File: src/rtl/mem_wb_stage_pkg.sv
// Shared definitions for the MEM/WB stage: funct3 codes, writeback select
// encodings and the memory-access FSM state type.
package mem_wb_stage_pkg;

    // Load funct3 codes
    localparam logic [2:0] Funct3Lb  = 3'b000;
    localparam logic [2:0] Funct3Lh  = 3'b001;
    localparam logic [2:0] Funct3Lw  = 3'b010;
    localparam logic [2:0] Funct3Lbu = 3'b100;
    localparam logic [2:0] Funct3Lhu = 3'b101;

    // Store funct3 codes
    localparam logic [2:0] Funct3Sb  = 3'b000;
    localparam logic [2:0] Funct3Sh  = 3'b001;
    localparam logic [2:0] Funct3Sw  = 3'b010;

    // Writeback data source select
    localparam logic [2:0] SelAlu    = 3'b000;
    localparam logic [2:0] SelLoad   = 3'b001;
    localparam logic [2:0] SelPc4    = 3'b010;
    localparam logic [2:0] SelImm    = 3'b011;
    localparam logic [2:0] SelBranch = 3'b100;

    typedef enum logic {
        StIdle,
        StAccess
    } memState_e;

endpackage

File: src/rtl/load_align.sv
// Combinational load extraction: picks the addressed lane out of the read
// word and sign- or zero-extends it according to the load type.
module load_align
    import mem_wb_stage_pkg::*;
(
    input  logic [2:0]  funct,
    input  logic [1:0]  byteOffset,
    input  logic [31:0] rdata,
    output logic [31:0] loadData
);

    logic [7:0]  byteSel;
    logic [15:0] halfSel;

    // Select the addressed byte and halfword lanes
    always_comb begin
        byteSel = rdata[7:0];
        case (byteOffset)
            2'd0:    byteSel = rdata[7:0];
            2'd1:    byteSel = rdata[15:8];
            2'd2:    byteSel = rdata[23:16];
            default: byteSel = rdata[31:24];
        endcase
        halfSel = byteOffset[1] ? rdata[31:16] : rdata[15:0];
    end

    // Extend the selected lane to a full word
    always_comb begin
        loadData = '0;
        case (funct)
            Funct3Lb:  loadData = {{24{byteSel[7]}}, byteSel};
            Funct3Lh:  loadData = {{16{halfSel[15]}}, halfSel};
            Funct3Lw:  loadData = rdata;
            Funct3Lbu: loadData = {24'd0, byteSel};
            Funct3Lhu: loadData = {16'd0, halfSel};
            default:   loadData = '0;
        endcase
    end

endmodule

File: src/rtl/mem_wb_stage.sv
// MEM/WB pipeline stage: drives the data-memory handshake for loads and
// stores, stalls earlier stages while an access is outstanding, flags
// misaligned accesses and holds the registered writeback outputs.
module mem_wb_stage
    import mem_wb_stage_pkg::*;
(
    input  logic        clk,
    input  logic        reset_n,
    input  logic [31:0] MEM_PCplus4,
    input  logic [31:0] MEM_BranchAddr,
    input  logic [31:0] MEM_immediate,
    input  logic [31:0] MEM_ALUResult,
    input  logic [31:0] MEM_WriteMemData,
    input  logic [4:0]  MEM_WriteRegNum,
    input  logic [2:0]  MEM_funct,
    input  logic [2:0]  MEM_sel_MemToReg,
    input  logic        MEM_cntl_MemWrite,
    input  logic        MEM_cntl_MemRead,
    input  logic        MEM_cntl_RegWrite,
    output logic        dmem_req,
    output logic        dmem_we,
    output logic [31:0] dmem_addr,
    output logic [3:0]  dmem_be,
    output logic [31:0] dmem_wdata,
    input  logic        dmem_ack,
    input  logic [31:0] dmem_rdata,
    output logic        mem_stall,
    output logic [31:0] WB_WriteData,
    output logic [4:0]  WB_WriteRegNum,
    output logic        WB_cntl_RegWrite,
    output logic        WB_misaligned
);

    memState_e   stateQ, stateD;
    logic        access, isStore, aligned;
    logic        startAccess, misalign;
    logic [31:0] loadData, selData;
    logic [31:0] wbDataQ, wbDataD;
    logic [4:0]  wbRegQ, wbRegD;
    logic        wbWriteQ, wbWriteD;
    logic        wbMisQ, wbMisD;

    // A request with both read and write set is treated as a load
    assign access  = MEM_cntl_MemRead | MEM_cntl_MemWrite;
    assign isStore = MEM_cntl_MemWrite & ~MEM_cntl_MemRead;

    // Alignment check from the access size in funct[1:0]
    always_comb begin
        aligned = 1'b1;
        case (MEM_funct[1:0])
            2'b10:   aligned = (MEM_ALUResult[1:0] == 2'b00);
            2'b01:   aligned = ~MEM_ALUResult[0];
            default: aligned = 1'b1;
        endcase
    end

    assign startAccess = (stateQ == StIdle) & access & aligned;
    assign misalign    = (stateQ == StIdle) & access & ~aligned;
    assign mem_stall   = startAccess | ((stateQ == StAccess) & ~dmem_ack);

    // Access FSM state register
    always_ff @(posedge clk or negedge reset_n) begin
        if (!reset_n) begin
            stateQ <= StIdle;
        end else begin
            stateQ <= stateD;
        end
    end

    // Next state and memory request outputs; inputs are held by the stall
    always_comb begin
        stateD     = stateQ;
        dmem_req   = 1'b0;
        dmem_we    = 1'b0;
        dmem_addr  = {MEM_ALUResult[31:2], 2'b00};
        dmem_be    = 4'b1111;
        dmem_wdata = MEM_WriteMemData;
        case (stateQ)
            StIdle: begin
                if (startAccess) begin
                    stateD = StAccess;
                end
            end
            StAccess: begin
                dmem_req = 1'b1;
                dmem_we  = isStore;
                if (dmem_ack) begin
                    stateD = StIdle;
                end
            end
            default: stateD = StIdle;
        endcase
        if (isStore) begin
            case (MEM_funct[1:0])
                2'b00: begin
                    dmem_be    = 4'b0001 << MEM_ALUResult[1:0];
                    dmem_wdata = {4{MEM_WriteMemData[7:0]}};
                end
                2'b01: begin
                    dmem_be    = 4'b0011 << MEM_ALUResult[1:0];
                    dmem_wdata = {2{MEM_WriteMemData[15:0]}};
                end
                default: begin
                    dmem_be    = 4'b1111;
                    dmem_wdata = MEM_WriteMemData;
                end
            endcase
        end
    end

    load_align uLoadAlign (
        .funct      (MEM_funct),
        .byteOffset (MEM_ALUResult[1:0]),
        .rdata      (dmem_rdata),
        .loadData   (loadData)
    );

    // Writeback data source mux
    always_comb begin
        selData = '0;
        case (MEM_sel_MemToReg)
            SelAlu:    selData = MEM_ALUResult;
            SelLoad:   selData = loadData;
            SelPc4:    selData = MEM_PCplus4;
            SelImm:    selData = MEM_immediate;
            SelBranch: selData = MEM_BranchAddr;
            default:   selData = '0;
        endcase
    end

    // Next WB contents: bubble while stalled, exception flag on misalignment
    always_comb begin
        wbDataD  = selData;
        wbRegD   = MEM_WriteRegNum;
        wbWriteD = MEM_cntl_RegWrite & (MEM_WriteRegNum != 5'd0);
        wbMisD   = 1'b0;
        if (mem_stall) begin
            wbDataD  = '0;
            wbRegD   = '0;
            wbWriteD = 1'b0;
        end else if (misalign) begin
            wbDataD  = '0;
            wbRegD   = '0;
            wbWriteD = 1'b0;
            wbMisD   = 1'b1;
        end
    end

    // WB pipeline register
    always_ff @(posedge clk or negedge reset_n) begin
        if (!reset_n) begin
            wbDataQ  <= '0;
            wbRegQ   <= '0;
            wbWriteQ <= 1'b0;
            wbMisQ   <= 1'b0;
        end else begin
            wbDataQ  <= wbDataD;
            wbRegQ   <= wbRegD;
            wbWriteQ <= wbWriteD;
            wbMisQ   <= wbMisD;
        end
    end

    assign WB_WriteData     = wbDataQ;
    assign WB_WriteRegNum   = wbRegQ;
    assign WB_cntl_RegWrite = wbWriteQ;
    assign WB_misaligned    = wbMisQ;

endmodule

File: config.mk
export PLATFORM = sky130hd
export DESIGN_NAME = mem_wb_stage
export DESIGN_NICKNAME = d
export VERILOG_FILES = /design/src/rtl/mem_wb_stage_pkg.sv /design/src/rtl/load_align.sv /design/src/rtl/mem_wb_stage.sv
export SDC_FILE = /design/constraint.sdc
export NUM_CORES = 1
export LEC_CHECK = 0
export CORE_AREA = 4 4 121 123
export CTS_CLUSTER_SIZE = 10
export DETAILED_ROUTE_END_ITERATION = 7
export DIE_AREA = 0 0 125 127
export GPL_ROUTABILITY_DRIVEN = 0
export PLACE_DENSITY = 0.74
export REMOVE_ABC_BUFFERS = 1
export SLEW_MARGIN = 20
export SYNTH_ARGS = -nofsm -noshare
export SYNTH_HDL_FRONTEND = slang
export SYNTH_SLANG_ARGS = --single-unit
File: constraint.sdc
create_clock -name clk -period 2.35 [get_ports clk]
set_clock_uncertainty 0.05 [all_clocks]
set_input_delay 0.5875 -clock clk [delete_from_list [all_inputs] [get_ports clk]]
set_output_delay 0.5875 -clock clk [all_outputs]
set_load 0.05 [all_outputs]
Yosys cells after proc, flatten, opt, wreduce, memory -nomap -nowiden
Cells that the tools add are included.

word-level totals
  register bits after elaboration = 40

operators by class
  eq/ne operators = 12
  shift operators = 2
  multiplexer cells = 22
  bitwise logic cells = 13
  reductions and logical operators = 5

operators with widths
  kind                   number
  $pmux W32 S5           2
  $mux W32               3
  $pmux W32 S2           1
  $pmux W8 S3            1
  $mux W16               1
  $mux W5                2
  $eq A3 B2 Y1 const B   3
  $eq A3 B3 Y1 const B   3
  $mux W1                8
  $pmux W4 S2            1
  $and A1 B1 Y1          6
  $eq A3 B1 Y1 const B   2
  $logic_not A3 Y1       2
  $not A1 Y1             5
  $reduce_bool A5 Y1     1
  $eq A2 B1 Y1 const B   2
  $eq A2 B2 Y1 const B   2
  $logic_not A2 Y1       2
  $mux W4                1
  $pmux W1 S2            2
  $shl A1 B2 Y4 const A  1
  $shl A2 B2 Y4 const A  1
  $or A1 B1 Y1           2

Depth between registers and ports, before layout
  depth after elaboration = 6
  gate-level depth with buffers = 8
  gate-level depth less buffers = 6

Cells and area by module
Synthesis repeated with hierarchy kept, for this count alone.

second synthesis, totals
  cell total of the unflattened synthesis = 541
  area total of the unflattened synthesis = 4640.7 um^2

modules (own cells, without submodules)
  module        instances  cells an instance  area an instance (um^2)  seq. area each (um^2)
  mem_wb_stage  1          408                3595.9                   1001.0
  load_align    1          133                1044.8                   0.0

Worst setup path after synthesis
Ideal clock, no wire load.

  path type = in2out
  start = input MEM_funct[1]
  end = output dmem_wdata[24]
  arrival time = 2719 ps
  data required time = 1712 ps
  path slack = -1007 ps
  cell stages on the path = 7
  path buffers = 3
  path through = clkinv_1 > ha_1 > buf_2 > buf_2 > buf_1 > a22oi_1 > o21ai_0

between the ends
  longest elaborated chain between the ends = 3
  elaborated cells between the ends (all ways) = 4

RTL lines
  item                                              RTL line            RTL
  from (decl)                                       mem_wb_stage.sv:15  input logic [2:0] MEM_funct,
  $eq A2 B1 Y1 or $logic_not A2 Y1 (tied branches)  mem_wb_stage.sv:94  case (MEM_funct[1:0])
  $pmux W32 S2 (*)                                  mem_wb_stage.sv:94
  $mux W32 (*)                                      mem_wb_stage.sv:93  if (isStore) begin
  to (decl)                                         mem_wb_stage.sv:24  output logic [31:0] dmem_wdata,

Every way passes the cells marked *; elsewhere a longest branch is shown, timed or not.

Worst setup path in the final report
  start = input MEM_WriteMemData[1]
  end = output dmem_wdata[25]

between the ends
  longest elaborated chain between the ends = 2

RTL lines
  item          RTL line            RTL
  from (decl)   mem_wb_stage.sv:13  input logic [31:0] MEM_WriteMemData,
  $pmux W32 S2  mem_wb_stage.sv:94
  $mux W32      mem_wb_stage.sv:93

No other way between the ends.

==> run metrics <==
Mean Syn Cell Area 8.90 um2; Rows 43; global routing usage on met3 6.44%; number of clock sinks 40; final setup vio count 1; Starting Density 27.4%; initial drt markers 240; H-tree levels 2; total leakage power 3.52 nW; vias 4729; Cell Chain, Critical Path clkdlybuf4s50_1 -> a22oi_1 -> o21ai_1 -> buf_12; CTS buffer count 5; Setup Total Neg Slack -61.9 ps; Setup WS pre-CTS -603 ps; FFs w/ async S/R, synth 100%; # DRC 0; first-pass GRT wire length 28.9 mm; Synth Flop Type dfrtp_1; crit path from MEM_WriteMemData[1]; Root Buffer Master clkbuf_16; Area growth, synth to finish 116%; largest net degree at the start of global routing 45; gr ovfl total 0; worst vdd ir 0.375 mV; Syn. warnings 0; endpoints failing hold 0; Worst Hold Class primary input to async pin; final std cells w/o fill 910; fraction of final layout cells sized beyond drive strength 1 27.3%; Setup crit end kind primary output; CTS tree built; Post-synth EDFFs 0; unrepaired setup endpoints after global routing yes; Core Region 0.0137 mm2; Max Buffers Root-to-Sink 2; max_cap viols 0; GR Util met2 43.8%; Slew HR 58.3%; die extent in x 125 um; worst path required time 1710 ps; Final WS setup -61.9 ps; Die H 127 um; later-pin clock latency in the skew report 280 ps; number of synthesized register bits 40; fmax 415 MHz; max-slew violation count 0; # IOs 319; critical path class primary input to primary output; placed cell count 897; M1 GR Usage 23.9%; die area 0.0159 mm2; Filler Cell Count 1191; pwr/cell area 428 mW/mm2; vias in the first global route 5253; Worst setup SP type primary input; status complete, but fails checks; WL/cell 21.0 um; RR Startpoint stateQ; antenna violations before repair 1; diode count 0; WHS 257 ps; Worst Path Max Fanout 4; failing checks setup timing; Clock transition at path regs 60 ps; Mapped Area 0.00375 mm2; final antenna-violating net count 0; Synth cell types 51; final wirelength 19.1 mm; final worst path period need 2410 ps; Critical Path Slowest Stage Cell clkdlybuf4s50_1; crit-path max cell delay 580 ps; Gate Count Post-Synth 421; hpwl dp 16.1 mm; final net count 941; vias per inst 5.20; I/O Buffers 316; Final Cycle Share 103%; Final Util 59.3%; GR Util All Layers 22.7%; Crit path arrival time 1770 ps; busiest grt layer met2; register area share after synthesis 26.7%; Worst Max-Slew Pin Slew 626 ps; First-pass DRT Iterations 5
==> worst paths after layout <==
path / slack, ps / depth (start not counted) / to
worst min register to register: 590 / 1 / WB_misaligned
min in group clk: 590 / 1 / WB_misaligned
worst min-delay path: 260 / 1 / WB_WriteData[15]
worst max register to register: 620 / 4 / WB_WriteData[25]
worst max-delay path: -60 / 4 / dmem_wdata[25]
max in group asynchronous: 1450 / 2 / WB_WriteRegNum[3]
==> critical path: cells and delay by family <==
kind	cells	cell delay, ps
buf+inv	2	760
compound gates	2	420
==> routing by layer <==
layer / up-vias / part of all wire [%]
met5: - / 0.063
met4: 2 / 2.8
met3: 51 / 8.3
met2: 260 / 53
met1: 2234 / 36
li1: 2182 / -
==> power by group <==
part	internal, mW	leakage (nW)	switching [mW]
Clock	0.559	0.0901	0.271
Combinational	0.931	2.89	0.951
Sequential	0.736	0.545	0.0241
Total	2.23	3.52	1.25
==> synth_stat cells, drive strengths merged (4+ instances only) <==
master | count | share of area, %
nor2 | 22 | 2.2
o22ai | 21 | 3.5
a22oi | 28 | 5.6
inv | 7 | 0.70
nand3b | 7 | 1.4
o22a | 19 | 4.4
o21ai | 32 | 4.4
clkbuf | 9 | 0.90
nor2b | 4 | 0.87
mux2i | 43 | 12
a221oi | 8 | 1.9
a22o | 10 | 2.4
a211o | 12 | 2.9
and2 | 10 | 1.9
dfrtp | 40 | 27
buf | 68 | 13
mux2 | 8 | 2.4
nand2 | 27 | 2.7
a21oi | 7 | 0.93
a222oi | 8 | 2.1
a2bb2oi | 6 | 1.4
==> layout by cell type, fill, tap and decap left out, types with 8 or more instances in the layout <==
cell | synthesis | final
a211o_1 | 10 | 10
a221oi_1 | 8 | 8
a222oi_1 | 8 | 8
a22o_1 | 8 | 8
a22oi_1 | 28 | 28
buf_12 | 0 | 70
buf_4 | 42 | 53
clkdlybuf4s50_1 | 0 | 239
dfrtp_1 | 40 | 40
mux2i_1 | 42 | 42
nand2_1 | 27 | 26
nor2_1 | 22 | 20
o21ai_0 | 29 | 9
o21ai_1 | 2 | 8
o21ai_2 | 1 | 13
o22a_1 | 19 | 19
o22ai_1 | 21 | 21
==> stage by stage <==
stage,instance area (um2),total power [mW]
finish,8110,3.47
global route,8110,3.60
CTS,8080,3.48
detailed placement,7760,2.61
global placement,7760,2.59
floorplan,3250,1.42
==> final cells by class <==
type / instances / area (um2) / area share (%)
repair buffers: 377 / 4330 / 53.4
multi-input cells: 297 / 2330 / 28.8
flip-flops and latches: 40 / 1000 / 12.3
well taps: 180 / 225 / 2.78
clock buffers: 7 / 153 / 1.88
inverters: 8 / 35.0 / 0.432
clock inverters: 1 / 30.0 / 0.370
==> logic make-up after synthesis <==
kind of cell	share of synthesized area [%]
compound gates	31.9
buf+inv	14.3
simple gates	12.0
mux	14.0
flops	26.7
fa+ha+maj	1.00
other cells	0.100
==> sequential cells by signal (all words and copies together), names as in the netlist <==
name and count:
stateQ 1, WB_misaligned 1, WB_WriteRegNum 5, WB_WriteData 32, WB_cntl_RegWrite 1
==> what timing repair did <==
| action | 4_1_cts | 5_1_grt |
|---|---|---|
| cloned | 3 | 0 |
| pin swaps | 6 | 2 |
| hold buffers | 0 | 0 |
| gates resized for setup | 62 | 19 |
| buffers inserted | 2 | 0 |
| setup endpoints to repair | 55 | 25 |
No activity file was read; power rests on OpenSTA's default activity.
